--- config.mk ---
export PLATFORM = sky130hd
export DESIGN_NAME = nano_ifetch_flat
export DESIGN_NICKNAME = d
export VERILOG_FILES = /design/src/rtl/nano_ifetch_pkg.sv /design/src/rtl/nano_ifetch_if.sv /design/src/rtl/nano_ifetch_sync_fifo.sv /design/src/rtl/nano_ifetch.sv /design/src/flat_wrapper.sv
export SDC_FILE = /design/constraint.sdc
export NUM_CORES = 1
export LEC_CHECK = 0
export BUFFER_PORTS_ARGS = -buffer_cell sky130_fd_sc_hd__buf_4
export CAP_MARGIN = 10
export CORE_MARGIN = 2
export CORE_UTILIZATION = 38
export CTS_BUF_LIST = sky130_fd_sc_hd__clkbuf_16
export CTS_CLUSTER_SIZE = 40
export DETAILED_ROUTE_END_ITERATION = 6
export PLACE_DENSITY_LB_ADDON = 0.2
export SLEW_MARGIN = 20
export SYNTH_ARGS = -nofsm -noshare
export SYNTH_HDL_FRONTEND = slang
export SYNTH_SLANG_ARGS = --single-unit
--- constraint.sdc ---
create_clock -name clk -period 6.8 [get_ports clk]
set_clock_uncertainty 0.2 [all_clocks]
set_input_delay 1.02 -clock clk [delete_from_list [all_inputs] [get_ports clk]]
set_output_delay 1.02 -clock clk [all_outputs]
set_load 0.01 [all_outputs]
--- src/rtl/nano_ifetch_pkg.sv ---
// Shared constants, FSM encodings and buffer payload for the nano_ifetch fetch unit.
package nano_ifetch_pkg;

  localparam int unsigned XLEN = 32;

  localparam logic [XLEN-1:0] INST_NOP         = 32'h0000_0013;
  localparam logic [XLEN-1:0] RESET_PC_DEFAULT = 32'h0000_0000;

  localparam logic [1:0] S_BOOT  = 2'd0;
  localparam logic [1:0] S_FETCH = 2'd1;
  localparam logic [1:0] S_DRAIN = 2'd2;

  typedef struct packed {
    logic [XLEN-1:0] pc;
    logic [XLEN-1:0] data;
  } fetch_entry_t;

  // Fetch addresses are always word aligned.
  function automatic logic [XLEN-1:0] word_align(input logic [XLEN-1:0] addr);
    return addr & ~XLEN'(3);
  endfunction

endpackage

--- src/rtl/nano_ifetch_if.sv ---
// Fetch-unit bus bundle: imem request/response, instruction channel to the core, redirect.
interface nano_ifetch_if;
  import nano_ifetch_pkg::*;

  logic            req_valid;
  logic            req_ready;
  logic [XLEN-1:0] req_addr;
  logic            rsp_valid;
  logic [XLEN-1:0] rsp_data;
  logic            inst_valid;
  logic            inst_ready;
  logic [XLEN-1:0] inst;
  logic [XLEN-1:0] inst_pc;
  logic            redirect;
  logic [XLEN-1:0] redirect_pc;

  modport master (
    output req_valid, req_addr, inst_valid, inst, inst_pc,
    input  req_ready, rsp_valid, rsp_data, inst_ready, redirect, redirect_pc
  );

  modport slave (
    input  req_valid, req_addr, inst_valid, inst, inst_pc,
    output req_ready, rsp_valid, rsp_data, inst_ready, redirect, redirect_pc
  );

endinterface

--- src/rtl/nano_ifetch_sync_fifo.sv ---
// Small synchronous FIFO with registered head, synchronous flush and occupancy count.
module nano_ifetch_sync_fifo #(
  parameter int unsigned WIDTH = 64,
  parameter int unsigned DEPTH = 2
) (
  input  logic                         clk,
  input  logic                         rst_n,
  input  logic                         push,
  input  logic                         pop,
  input  logic                         flush,
  input  logic [WIDTH-1:0]             wdata,
  output logic [WIDTH-1:0]             rdata,
  output logic [$clog2(DEPTH+1)-1:0]   count,
  output logic                         empty
);

  localparam int unsigned AW = (DEPTH > 1) ? $clog2(DEPTH) : 1;
  localparam int unsigned CW = $clog2(DEPTH + 1);

  logic [WIDTH-1:0] mem [DEPTH];
  logic [AW-1:0]    wr_ptr;
  logic [AW-1:0]    rd_ptr;

  // DEPTH is a power of two, so pointers wrap naturally.
  always_ff @(posedge clk or negedge rst_n) begin
    if (!rst_n) begin
      wr_ptr <= '0;
      rd_ptr <= '0;
      count  <= '0;
    end else if (flush) begin
      wr_ptr <= '0;
      rd_ptr <= '0;
      count  <= '0;
    end else begin
      if (push) wr_ptr <= wr_ptr + AW'(1);
      if (pop)  rd_ptr <= rd_ptr + AW'(1);
      case ({push, pop})
        2'b10:   count <= count + CW'(1);
        2'b01:   count <= count - CW'(1);
        default: count <= count;
      endcase
    end
  end

  always_ff @(posedge clk) begin
    if (push && !flush) mem[wr_ptr] <= wdata;
  end

  assign rdata = mem[rd_ptr];
  assign empty = (count == '0);

endmodule

--- src/rtl/nano_ifetch.sv ---
// Instruction fetch unit: credit-limited word fetches, in-order response buffering, redirect flush.
module nano_ifetch
  import nano_ifetch_pkg::*;
#(
  parameter logic [XLEN-1:0] RESET_PC   = RESET_PC_DEFAULT,
  parameter int unsigned     FIFO_DEPTH = 2
) (
  input logic           clk,
  input logic           rst_n,
  nano_ifetch_if.master bus
);

  localparam int unsigned CW = $clog2(FIFO_DEPTH + 1);
  localparam int unsigned SW = CW + 2;

  logic [1:0]      state_q, state_n;
  logic [XLEN-1:0] fetch_pc_q, fetch_pc_n;
  logic [XLEN-1:0] rsp_pc_q, rsp_pc_n;
  logic [CW-1:0]   outstanding_q, outstanding_n;
  logic [CW-1:0]   discard_q, discard_n;

  logic [CW-1:0]   fifo_count;
  logic            fifo_empty;
  logic            push, pop, accept, drop, req_valid_c;
  logic [SW-1:0]   credit_used;
  fetch_entry_t    push_entry;
  fetch_entry_t    head;

  always_ff @(posedge clk or negedge rst_n) begin
    if (!rst_n) begin
      state_q       <= S_BOOT;
      fetch_pc_q    <= RESET_PC;
      rsp_pc_q      <= RESET_PC;
      outstanding_q <= '0;
      discard_q     <= '0;
    end else begin
      state_q       <= state_n;
      fetch_pc_q    <= fetch_pc_n;
      rsp_pc_q      <= rsp_pc_n;
      outstanding_q <= outstanding_n;
      discard_q     <= discard_n;
    end
  end

  always_comb begin
    state_n       = state_q;
    fetch_pc_n    = fetch_pc_q;
    rsp_pc_n      = rsp_pc_q;
    outstanding_n = outstanding_q;
    discard_n     = discard_q;

    // Every slot in flight or buffered costs one credit; a pop this cycle frees one.
    pop         = !fifo_empty && bus.inst_ready;
    credit_used = SW'(outstanding_q) + SW'(discard_q) + SW'(fifo_count) - SW'(pop);
    req_valid_c = (state_q != S_BOOT) && !bus.redirect && (credit_used < SW'(FIFO_DEPTH));
    accept      = req_valid_c && bus.req_ready;

    // Responses to pre-redirect requests are always the oldest, so they drain first.
    drop       = bus.rsp_valid && (discard_q != '0);
    push       = bus.rsp_valid && !drop && !bus.redirect;
    push_entry = '{pc: rsp_pc_q, data: bus.rsp_data};

    if (accept) fetch_pc_n = fetch_pc_q + XLEN'(4);

    if (bus.redirect) begin
      fetch_pc_n    = word_align(bus.redirect_pc);
      rsp_pc_n      = word_align(bus.redirect_pc);
      outstanding_n = '0;
      discard_n     = CW'(SW'(discard_q) + SW'(outstanding_q) + SW'(accept) - SW'(bus.rsp_valid));
    end else begin
      if (push) rsp_pc_n = rsp_pc_q + XLEN'(4);
      outstanding_n = outstanding_q + CW'(accept) - CW'(bus.rsp_valid && !drop);
      if (drop) discard_n = discard_q - CW'(1);
    end

    case (state_q)
      S_BOOT:  state_n = S_FETCH;
      S_FETCH: if (bus.redirect && (discard_n != '0)) state_n = S_DRAIN;
      S_DRAIN: if (discard_n == '0) state_n = S_FETCH;
      default: state_n = S_BOOT;
    endcase
  end

  nano_ifetch_sync_fifo #(
    .WIDTH ($bits(fetch_entry_t)),
    .DEPTH (FIFO_DEPTH)
  ) u_fifo (
    .clk   (clk),
    .rst_n (rst_n),
    .push  (push),
    .pop   (pop),
    .flush (bus.redirect),
    .wdata (push_entry),
    .rdata (head),
    .count (fifo_count),
    .empty (fifo_empty)
  );

  assign bus.req_valid  = req_valid_c;
  assign bus.req_addr   = fetch_pc_q;
  assign bus.inst_valid = !fifo_empty;
  assign bus.inst       = fifo_empty ? INST_NOP : head.data;
  assign bus.inst_pc    = fifo_empty ? '0 : head.pc;

  // A response with nothing in flight means the memory broke the protocol.
  always_ff @(posedge clk) begin
    if (rst_n && bus.rsp_valid) begin
      assert ((outstanding_q != '0) || (discard_q != '0))
        else $error("nano_ifetch: response with no fetch in flight");
    end
  end

endmodule
--- src/flat_wrapper.sv ---
// flat-port wrapper written by rule: the top's interface ports become plain ports
module nano_ifetch_flat import nano_ifetch_pkg::*;
#(
  parameter logic [XLEN-1:0] RESET_PC   = RESET_PC_DEFAULT,
  parameter int unsigned     FIFO_DEPTH = 2
)
  (clk, rst_n, bus_req_valid, bus_req_addr, bus_inst_valid, bus_inst, bus_inst_pc, bus_req_ready, bus_rsp_valid, bus_rsp_data, bus_inst_ready, bus_redirect, bus_redirect_pc);
  nano_ifetch_if bus_i ();
  input logic clk;
  input logic rst_n;
  output wire logic [$bits(bus_i.req_valid)-1:0] bus_req_valid;
  output wire logic [$bits(bus_i.req_addr)-1:0] bus_req_addr;
  output wire logic [$bits(bus_i.inst_valid)-1:0] bus_inst_valid;
  output wire logic [$bits(bus_i.inst)-1:0] bus_inst;
  output wire logic [$bits(bus_i.inst_pc)-1:0] bus_inst_pc;
  input wire logic [$bits(bus_i.req_ready)-1:0] bus_req_ready;
  input wire logic [$bits(bus_i.rsp_valid)-1:0] bus_rsp_valid;
  input wire logic [$bits(bus_i.rsp_data)-1:0] bus_rsp_data;
  input wire logic [$bits(bus_i.inst_ready)-1:0] bus_inst_ready;
  input wire logic [$bits(bus_i.redirect)-1:0] bus_redirect;
  input wire logic [$bits(bus_i.redirect_pc)-1:0] bus_redirect_pc;
  assign bus_req_valid = bus_i.req_valid;
  assign bus_req_addr = bus_i.req_addr;
  assign bus_inst_valid = bus_i.inst_valid;
  assign bus_inst = bus_i.inst;
  assign bus_inst_pc = bus_i.inst_pc;
  assign bus_i.req_ready = bus_req_ready;
  assign bus_i.rsp_valid = bus_rsp_valid;
  assign bus_i.rsp_data = bus_rsp_data;
  assign bus_i.inst_ready = bus_inst_ready;
  assign bus_i.redirect = bus_redirect;
  assign bus_i.redirect_pc = bus_redirect_pc;
  nano_ifetch #(.RESET_PC(RESET_PC), .FIFO_DEPTH(FIFO_DEPTH)) u_core (.clk(clk), .rst_n(rst_n), .bus(bus_i));
endmodule
Word-level counts from Yosys, hierarchy flattened
Memory sizes are Yosys's and may differ from the RTL's. Index checks and enable logic that the tools add are counted. W data, S select, Z words.

Order comparisons: 1. Eq/ne operators: 6. Multiplexer cells: 20. Add/subtract/negate cells: 14. Reduce and logical (&&, ||, !) cells: 23.

Operators with widths (count): $mux W32 (6); $add A32 B3 Y32 const B (2); $mux W2 (6); $reduce_bool A2 Y1 (6); $logic_and A1 B1 Y1 (9); $logic_not A2 Y1 (3); $mux W1 (6); $pmux W2 S3 (1); $add A2 B1 Y2 (2); $add A3 B2 Y4 (1); $eq A2 B1 Y1 const B (2); $eq A2 B2 Y1 const B (2); $lt A4 B2 Y1 const B (1); $ne A2 B1 Y1 const B (2); $pmux W2 S2 (1); $sub A2 B1 Y2 (2); $sub A2 B1 Y2 const B (2); $sub A4 B1 Y4 (1); $add A2 B2 Y3 (1); $logic_not A1 Y1 (3); $reduce_bool A3 Y1 (1); $add A1 B1 Y1 const B (2); $add A2 B1 Y2 const B (1); $reduce_and A2 Y1 (1).

Memories kept: 1. Word-level logic and storage cells: 73. Memory bits (writable): 128. Bits in registers: 74. Output and inout port bits: 98. Input bits: 70.

Memory list: u_core.u_fifo.mem (words 2, width 64, read ports 1, clocked after Yosys merged registers in 0, write ports 1, line nano_ifetch_sync_fifo.sv:20) `logic [WIDTH-1:0] mem [DEPTH];`.

Longest topological paths before layout
Depth in word-level cells: 14. Gate-level depth with buffers: 20. Depth with buffers taken out: 17.

Modules after synthesis
From an unflattened synthesis, not the netlist that was laid out.

Cells, all modules: 774. Area, all modules: 9756.9 um^2.

By module, submodules not included: nano_ifetch_sync_fifo (cells each 218, times used 1, seq. area each 3943.8 um^2, area each 5029.8 um^2); nano_ifetch (cells each 556, times used 1, seq. area each 1651.6 um^2, area each 4727.0 um^2).

Least setup slack after synthesis
Ideal clock, no wire load.

Path type: input to register. Start point: input bus_redirect. End point: memory u_core.u_fifo.mem[0][0], enable pin. Cell stages on the path: 3. Setup time: 0.559 ns. Arrival: 5.680 ns. Data required time: 6.041 ns. Slack: 0.361 ns. Path buffers: 2. Cell sequence: clkbuf_1 -> buf_1 -> nor3_1.

Longest elaborated chain between the ends: 5.

Ends and longest elaborated chain: start, declared (line flat_wrapper.sv:20) `input wire logic [$bits(bus_i.redirect)-1:0] bus_redirect;`; $logic_not A1 Y1 (*) (line nano_ifetch_sync_fifo.sv:46, nano_ifetch.sv:60); $logic_and A1 B1 Y1 (line nano_ifetch.sv:60) `push = bus.rsp_valid && !drop && !bus.redirect;`; $logic_and A1 B1 Y1 (*) (line nano_ifetch_sync_fifo.sv:46) `if (push && !flush) mem[wr_ptr] <= wdata;`; $mux W1 (*) (line nano_ifetch_sync_fifo.sv:46); $mux W1 (not written as such) (*) (line nano_ifetch_sync_fifo.sv:46); end, declared (line nano_ifetch_sync_fifo.sv:20).

Every way passes the cells marked *; elsewhere a longest branch is shown, timed or not.

Worst setup path after layout
Start point: register u_core.discard_q[0]. End point: register u_core.state_q[0].

Longest elaborated chain between the ends: 13. Elaborated cells between the ends (all ways): 19. Classes of those cells: add/sub (6); order compare (1); eq/ne (2); mux (2); reduce/logical (8).

Ends and longest elaborated chain: start, declared (line nano_ifetch.sv:20) `logic [CW-1:0] discard_q, discard_n;`; start signal, assigned (line nano_ifetch.sv:41) `discard_q <= discard_n;`; $add A2 B2 Y3 (line nano_ifetch.sv:54) `credit_used = SW'(outstanding_q) + SW'(discard_q) + SW'(fifo_count) - SW'(pop);`; $add A3 B2 Y4 (line nano_ifetch.sv:54); $sub A4 B1 Y4 (line nano_ifetch.sv:54); $lt A4 B2 Y1 (line nano_ifetch.sv:55) `req_valid_c = (state_q != S_BOOT) && !bus.redirect && (credit_used < SW'(FIFO_DEPTH));`; $logic_and A1 B1 Y1 (line nano_ifetch.sv:55); $logic_and A1 B1 Y1 (line nano_ifetch.sv:56) `accept = req_valid_c && bus.req_ready;`; $add A2 B1 Y2 (line nano_ifetch.sv:69) `discard_n = CW'(SW'(discard_q) + SW'(outstanding_q) + SW'(accept) - SW'(bus.rsp_valid));`; $sub A2 B1 Y2 (line nano_ifetch.sv:69); $mux W2 (*) (line nano_ifetch.sv:65) `if (bus.redirect) begin`; named net u_core.discard_n[1] (line nano_ifetch.sv:20); $reduce_bool A2 Y1 (line nano_ifetch.sv:78) `S_FETCH: if (bus.redirect && (discard_n != '0)) state_n = S_DRAIN;`; $logic_and A1 B1 Y1 (line nano_ifetch.sv:78); $ne A2 B1 Y1 (no source line); $reduce_and A2 Y1 (no source line) (*); end signal, assigned (line nano_ifetch.sv:37) `state_q <= state_n;`; end, declared (line nano_ifetch.sv:16) `logic [1:0] state_q, state_n;`.

The timed path passes the listed nets; every way through them passes the cells marked *. A chain may end at the register's enable or synchronous reset.

==> impl_metrics.env <==
export IMPL_ys_warnings_count=0
export IMPL_clkSlewWorstSetupHoldPaths_ns=0.07
export IMPL_cts_hold_repair_buffers=0
export IMPL_finalHoldViolations=0
export IMPL_n_antenna_cell=0
export IMPL_ctsLongestPathBuffers=2
export IMPL_final_period_minus_worst_setup_slack_ns=4.755
export IMPL_globalRoute_totalOverflow=0
export IMPL_cts_resized=0
export IMPL_hpwl_mm=13.89
export IMPL_die_area_um2=24670
export IMPL_detail_route_iter0_violations=334
export IMPL_nets=983
export IMPL_timing_hold_worst_class="reg -> reg"
export IMPL_timing_setup_tns_ns=0
export IMPL_cts_root_buffer_cell="clkbuf_16"
export IMPL_worst_setup_path_startpoint="u_core.discard_q[0]"
export IMPL_start_kind="register"
export IMPL_fraction_of_post_synthesis_cell_area_in_the_top_cell_type_by_area_pct=41.83
export IMPL_fillCellCount=2202
export IMPL_rsz0062_at_grt="false"
export IMPL_drt_wl_total_mm=20.58
export IMPL_worst_ir_drop_vdd_v=0.0001481
export IMPL_timing_critical_path_fanout_max=43
export IMPL_postLayoutCellArea_um2=10960
export IMPL_regToRegSetupSlack_ns=2.05
export IMPL_max_freq_mhz=210.3
export IMPL_route_detailed_wl_per_inst_um=16.72
export IMPL_cp_arrival_ns=4.86
export IMPL_grt_start_max_net_pins=71
export IMPL_io_buffer_count=161
export IMPL_cts_sinks=194
export IMPL_postRouteAntennaNets=0
export IMPL_place_congestion=0.8221
export IMPL_hp_start="u_core.rsp_pc_q[31]"
export IMPL_place_worst_setup_slack_ns=1.722
export IMPL_via_count=6206
export IMPL_vias_per_cell=5.041
export IMPL_antenna_found_initial=0
export IMPL_worst_r2r_endpoint="u_core.state_q[0]"
export IMPL_outcome="complete, no violations"
export IMPL_insertion_delay_ns=0.43
export IMPL_grt_pass1_vias=6035
export IMPL_grt_total_usage_pct=17.10
export IMPL_reg2regPathDepth=17
export IMPL_synth_sequential_area_ratio_pct=61.50
export IMPL_ctsHtreeMaxLevel=4
export IMPL_max_cap_viol_count=0
export IMPL_final_setup_worst_slack_ns=2.045
export IMPL_synth_top_cell_by_area="edfxtp_1"
export IMPL_fin_crit_sh_pct=69.92
export IMPL_synthTopCellsByCount="124 x edfxtp_1, 78 x nor2_1, 70 x dfrtp_1, 63 x mux2i_1, 61 x nand2_1"
export IMPL_io_pins=168
export IMPL_synth_ff_type="edfxtp_1"
export IMPL_num_rows=56
export IMPL_yosysMostFrequentCell="edfxtp_1"
export IMPL_timing_rr_start="u_core.discard_q[0]"
export IMPL_setup_viol=0
export IMPL_remaining_drc_errors=0
export IMPL_coreArea_um2=23260
export IMPL_p_leak_uw=0.004230
export IMPL_start_util_pct=38.27
export IMPL_slew_limit_headroom_pct=36.05
export IMPL_die_y_um=157.1
export IMPL_dominant_cells_by_area_after_synthesis="edfxtp_1 42%, dfrtp_1 20%, mux2i_1 7.1%"
export IMPL_area_growth_synth_to_final_pct=23.12
export IMPL_max_slew_worst_pin_slew_ns=0.9592
export IMPL_setup_worst_path_class="reg -> reg"
export IMPL_async_reset_ff_share_pct=36.08
export IMPL_yosys_register_bits=194
export IMPL_grt_pass1_wl_mm=32.55
export IMPL_number_of_max_slew_violations_in_the_final_report=0
export IMPL_cts_inserted_buffers=17
export IMPL_postCtsSetupRepairBufs=0
export IMPL_die_width_um=157.1
export IMPL_cp_required_ns=6.91
export IMPL_placement_cell_area_um2=10410
export IMPL_tritoncts="done"
export IMPL_final_core_util_pct=47.12
export IMPL_end_kind="register"
export IMPL_timing_critical_path_to="u_core.state_q[0]"
export IMPL_drt_first_pass_iters=4
export IMPL_yosys_cell_types_count=52
export IMPL_drive_gt1_share_pct=23.14
export IMPL_synth_cells=745
export IMPL_area_of_the_mapped_netlist_um2=8902
export IMPL_holdWs_ns=0.2984
export IMPL_synth_edf_count=124
export IMPL_power_density_cell_area_nw_per_um2=324.7
export IMPL_syn_area_per_cell_um2=11.95
==> layout make-up <==
type	count	area, um^2	area share (%)
sequential	194	5479	49.99
multi-input combinational	483	3138	28.63
timing repair buffer	168	1261	11.51
clock buffer	18	450.4	4.110
tap	319	399.1	3.642
inverter	35	131.4	1.199
clock inverter	14	101.3	0.9247
==> kinds of logic (layout without fill, tap and decap cells) <==
family | Yosys count | after routing | share of synthesized area (%)
xor+xnor | 36 | 36 | 3.542
buf+inv | 71 | 235 | 3.528
compound gates | 110 | 110 | 8.166
flops | 194 | 194 | 61.50
fa+ha+maj | 14 | 14 | 2.136
other cells | 1 | 4 | 0.04212
mux | 63 | 63 | 7.084
simple gates | 256 | 256 | 14.00
==> worst min-delay path by stage <==
stage                                     to  cells past startpoint  slack, ns
global placement    u_core.u_fifo.mem[0][63]                      0       0.28
detailed placement  u_core.u_fifo.mem[0][63]                      0       0.29
CTS                 u_core.u_fifo.mem[0][63]                      0       0.30
floorplan           u_core.u_fifo.mem[0][63]                      0       0.25
finish              u_core.u_fifo.mem[0][63]                      0       0.30
global route        u_core.u_fifo.mem[0][63]                      0       0.33
==> registers in the layout, indices dropped and copies added (netlist names) <==
register,cells
u_core.u_fifo.mem,124
u_core.bus.req_addr,30
u_core.rsp_pc_q,30
u_core.discard_q,2
u_core.outstanding_q,2
u_core.state_q,2
u_core.u_fifo.count,2
u_core.u_fifo.rd_ptr,1
u_core.u_fifo.wr_ptr,1
==> layout by cell type, fill, tap and decap left out, types with 5 or more instances in the layout <==
cell	synthesis	final
buf_4	4	168
xor2_1	13	13
mux2i_1	63	63
a21oi_1	14	14
inv_1	33	33
o211ai_1	11	11
a21o_1	8	8
a221o_1	8	8
clkbuf_16	0	18
o31a_1	7	7
xnor2_1	23	23
or3_1	11	11
and3_1	13	12
dfrtp_1	70	69
nand2_1	61	61
nand3_1	29	29
nor4_1	10	10
ha_1	12	12
edfxtp_1	124	124
nand4_1	12	12
o21ai_0	43	43
nor3_1	15	14
nor2_1	78	77
nor3b_1	5	5
==> where the power goes <==
group	internal, uW	total (uW)	switching, uW
Sequential	1400	1540	139
Combinational	486	1080	595
Clock	496	941	445
Total	2380	3560	1180
==> through the flow <==
| stage | cells | power, uW |
|---|---|---|
| after global placement | 1199 | 2633 |
| final | 1231 | 3559 |
| after CTS | 1231 | 3602 |
| after floorplan | 748 | 2208 |
| after global routing | 1231 | 3788 |
| after detailed placement | 1199 | 2655 |
==> routing by layer <==
layer | GRT usage [%] | wire length (um)
met5 | 0 | 0
met4 | 3.810 | 157
met3 | 3.662 | 1287
met2 | 25.77 | 8943
met1 | 25.40 | 10190
==> worst max-delay path, cell delays in order (launching register included) <==
cell and delay (ns):
dfrtp_1 0.41, ha_1 0.22, fa_1 0.48, inv_1 0.07, ha_1 0.31, fa_1 0.55, nor2b_1 0.17, o2111ai_1 0.18
or3_1 0.33, buf_4 0.26, ha_1 0.33, inv_1 0.04, ha_1 0.18, xnor2_1 0.13, xnor2_1 0.12, a21boi_0 0.40
a2bb2oi_1 0.20, a21oi_1 0.06
No activity file was read; power rests on OpenSTA's default activity.
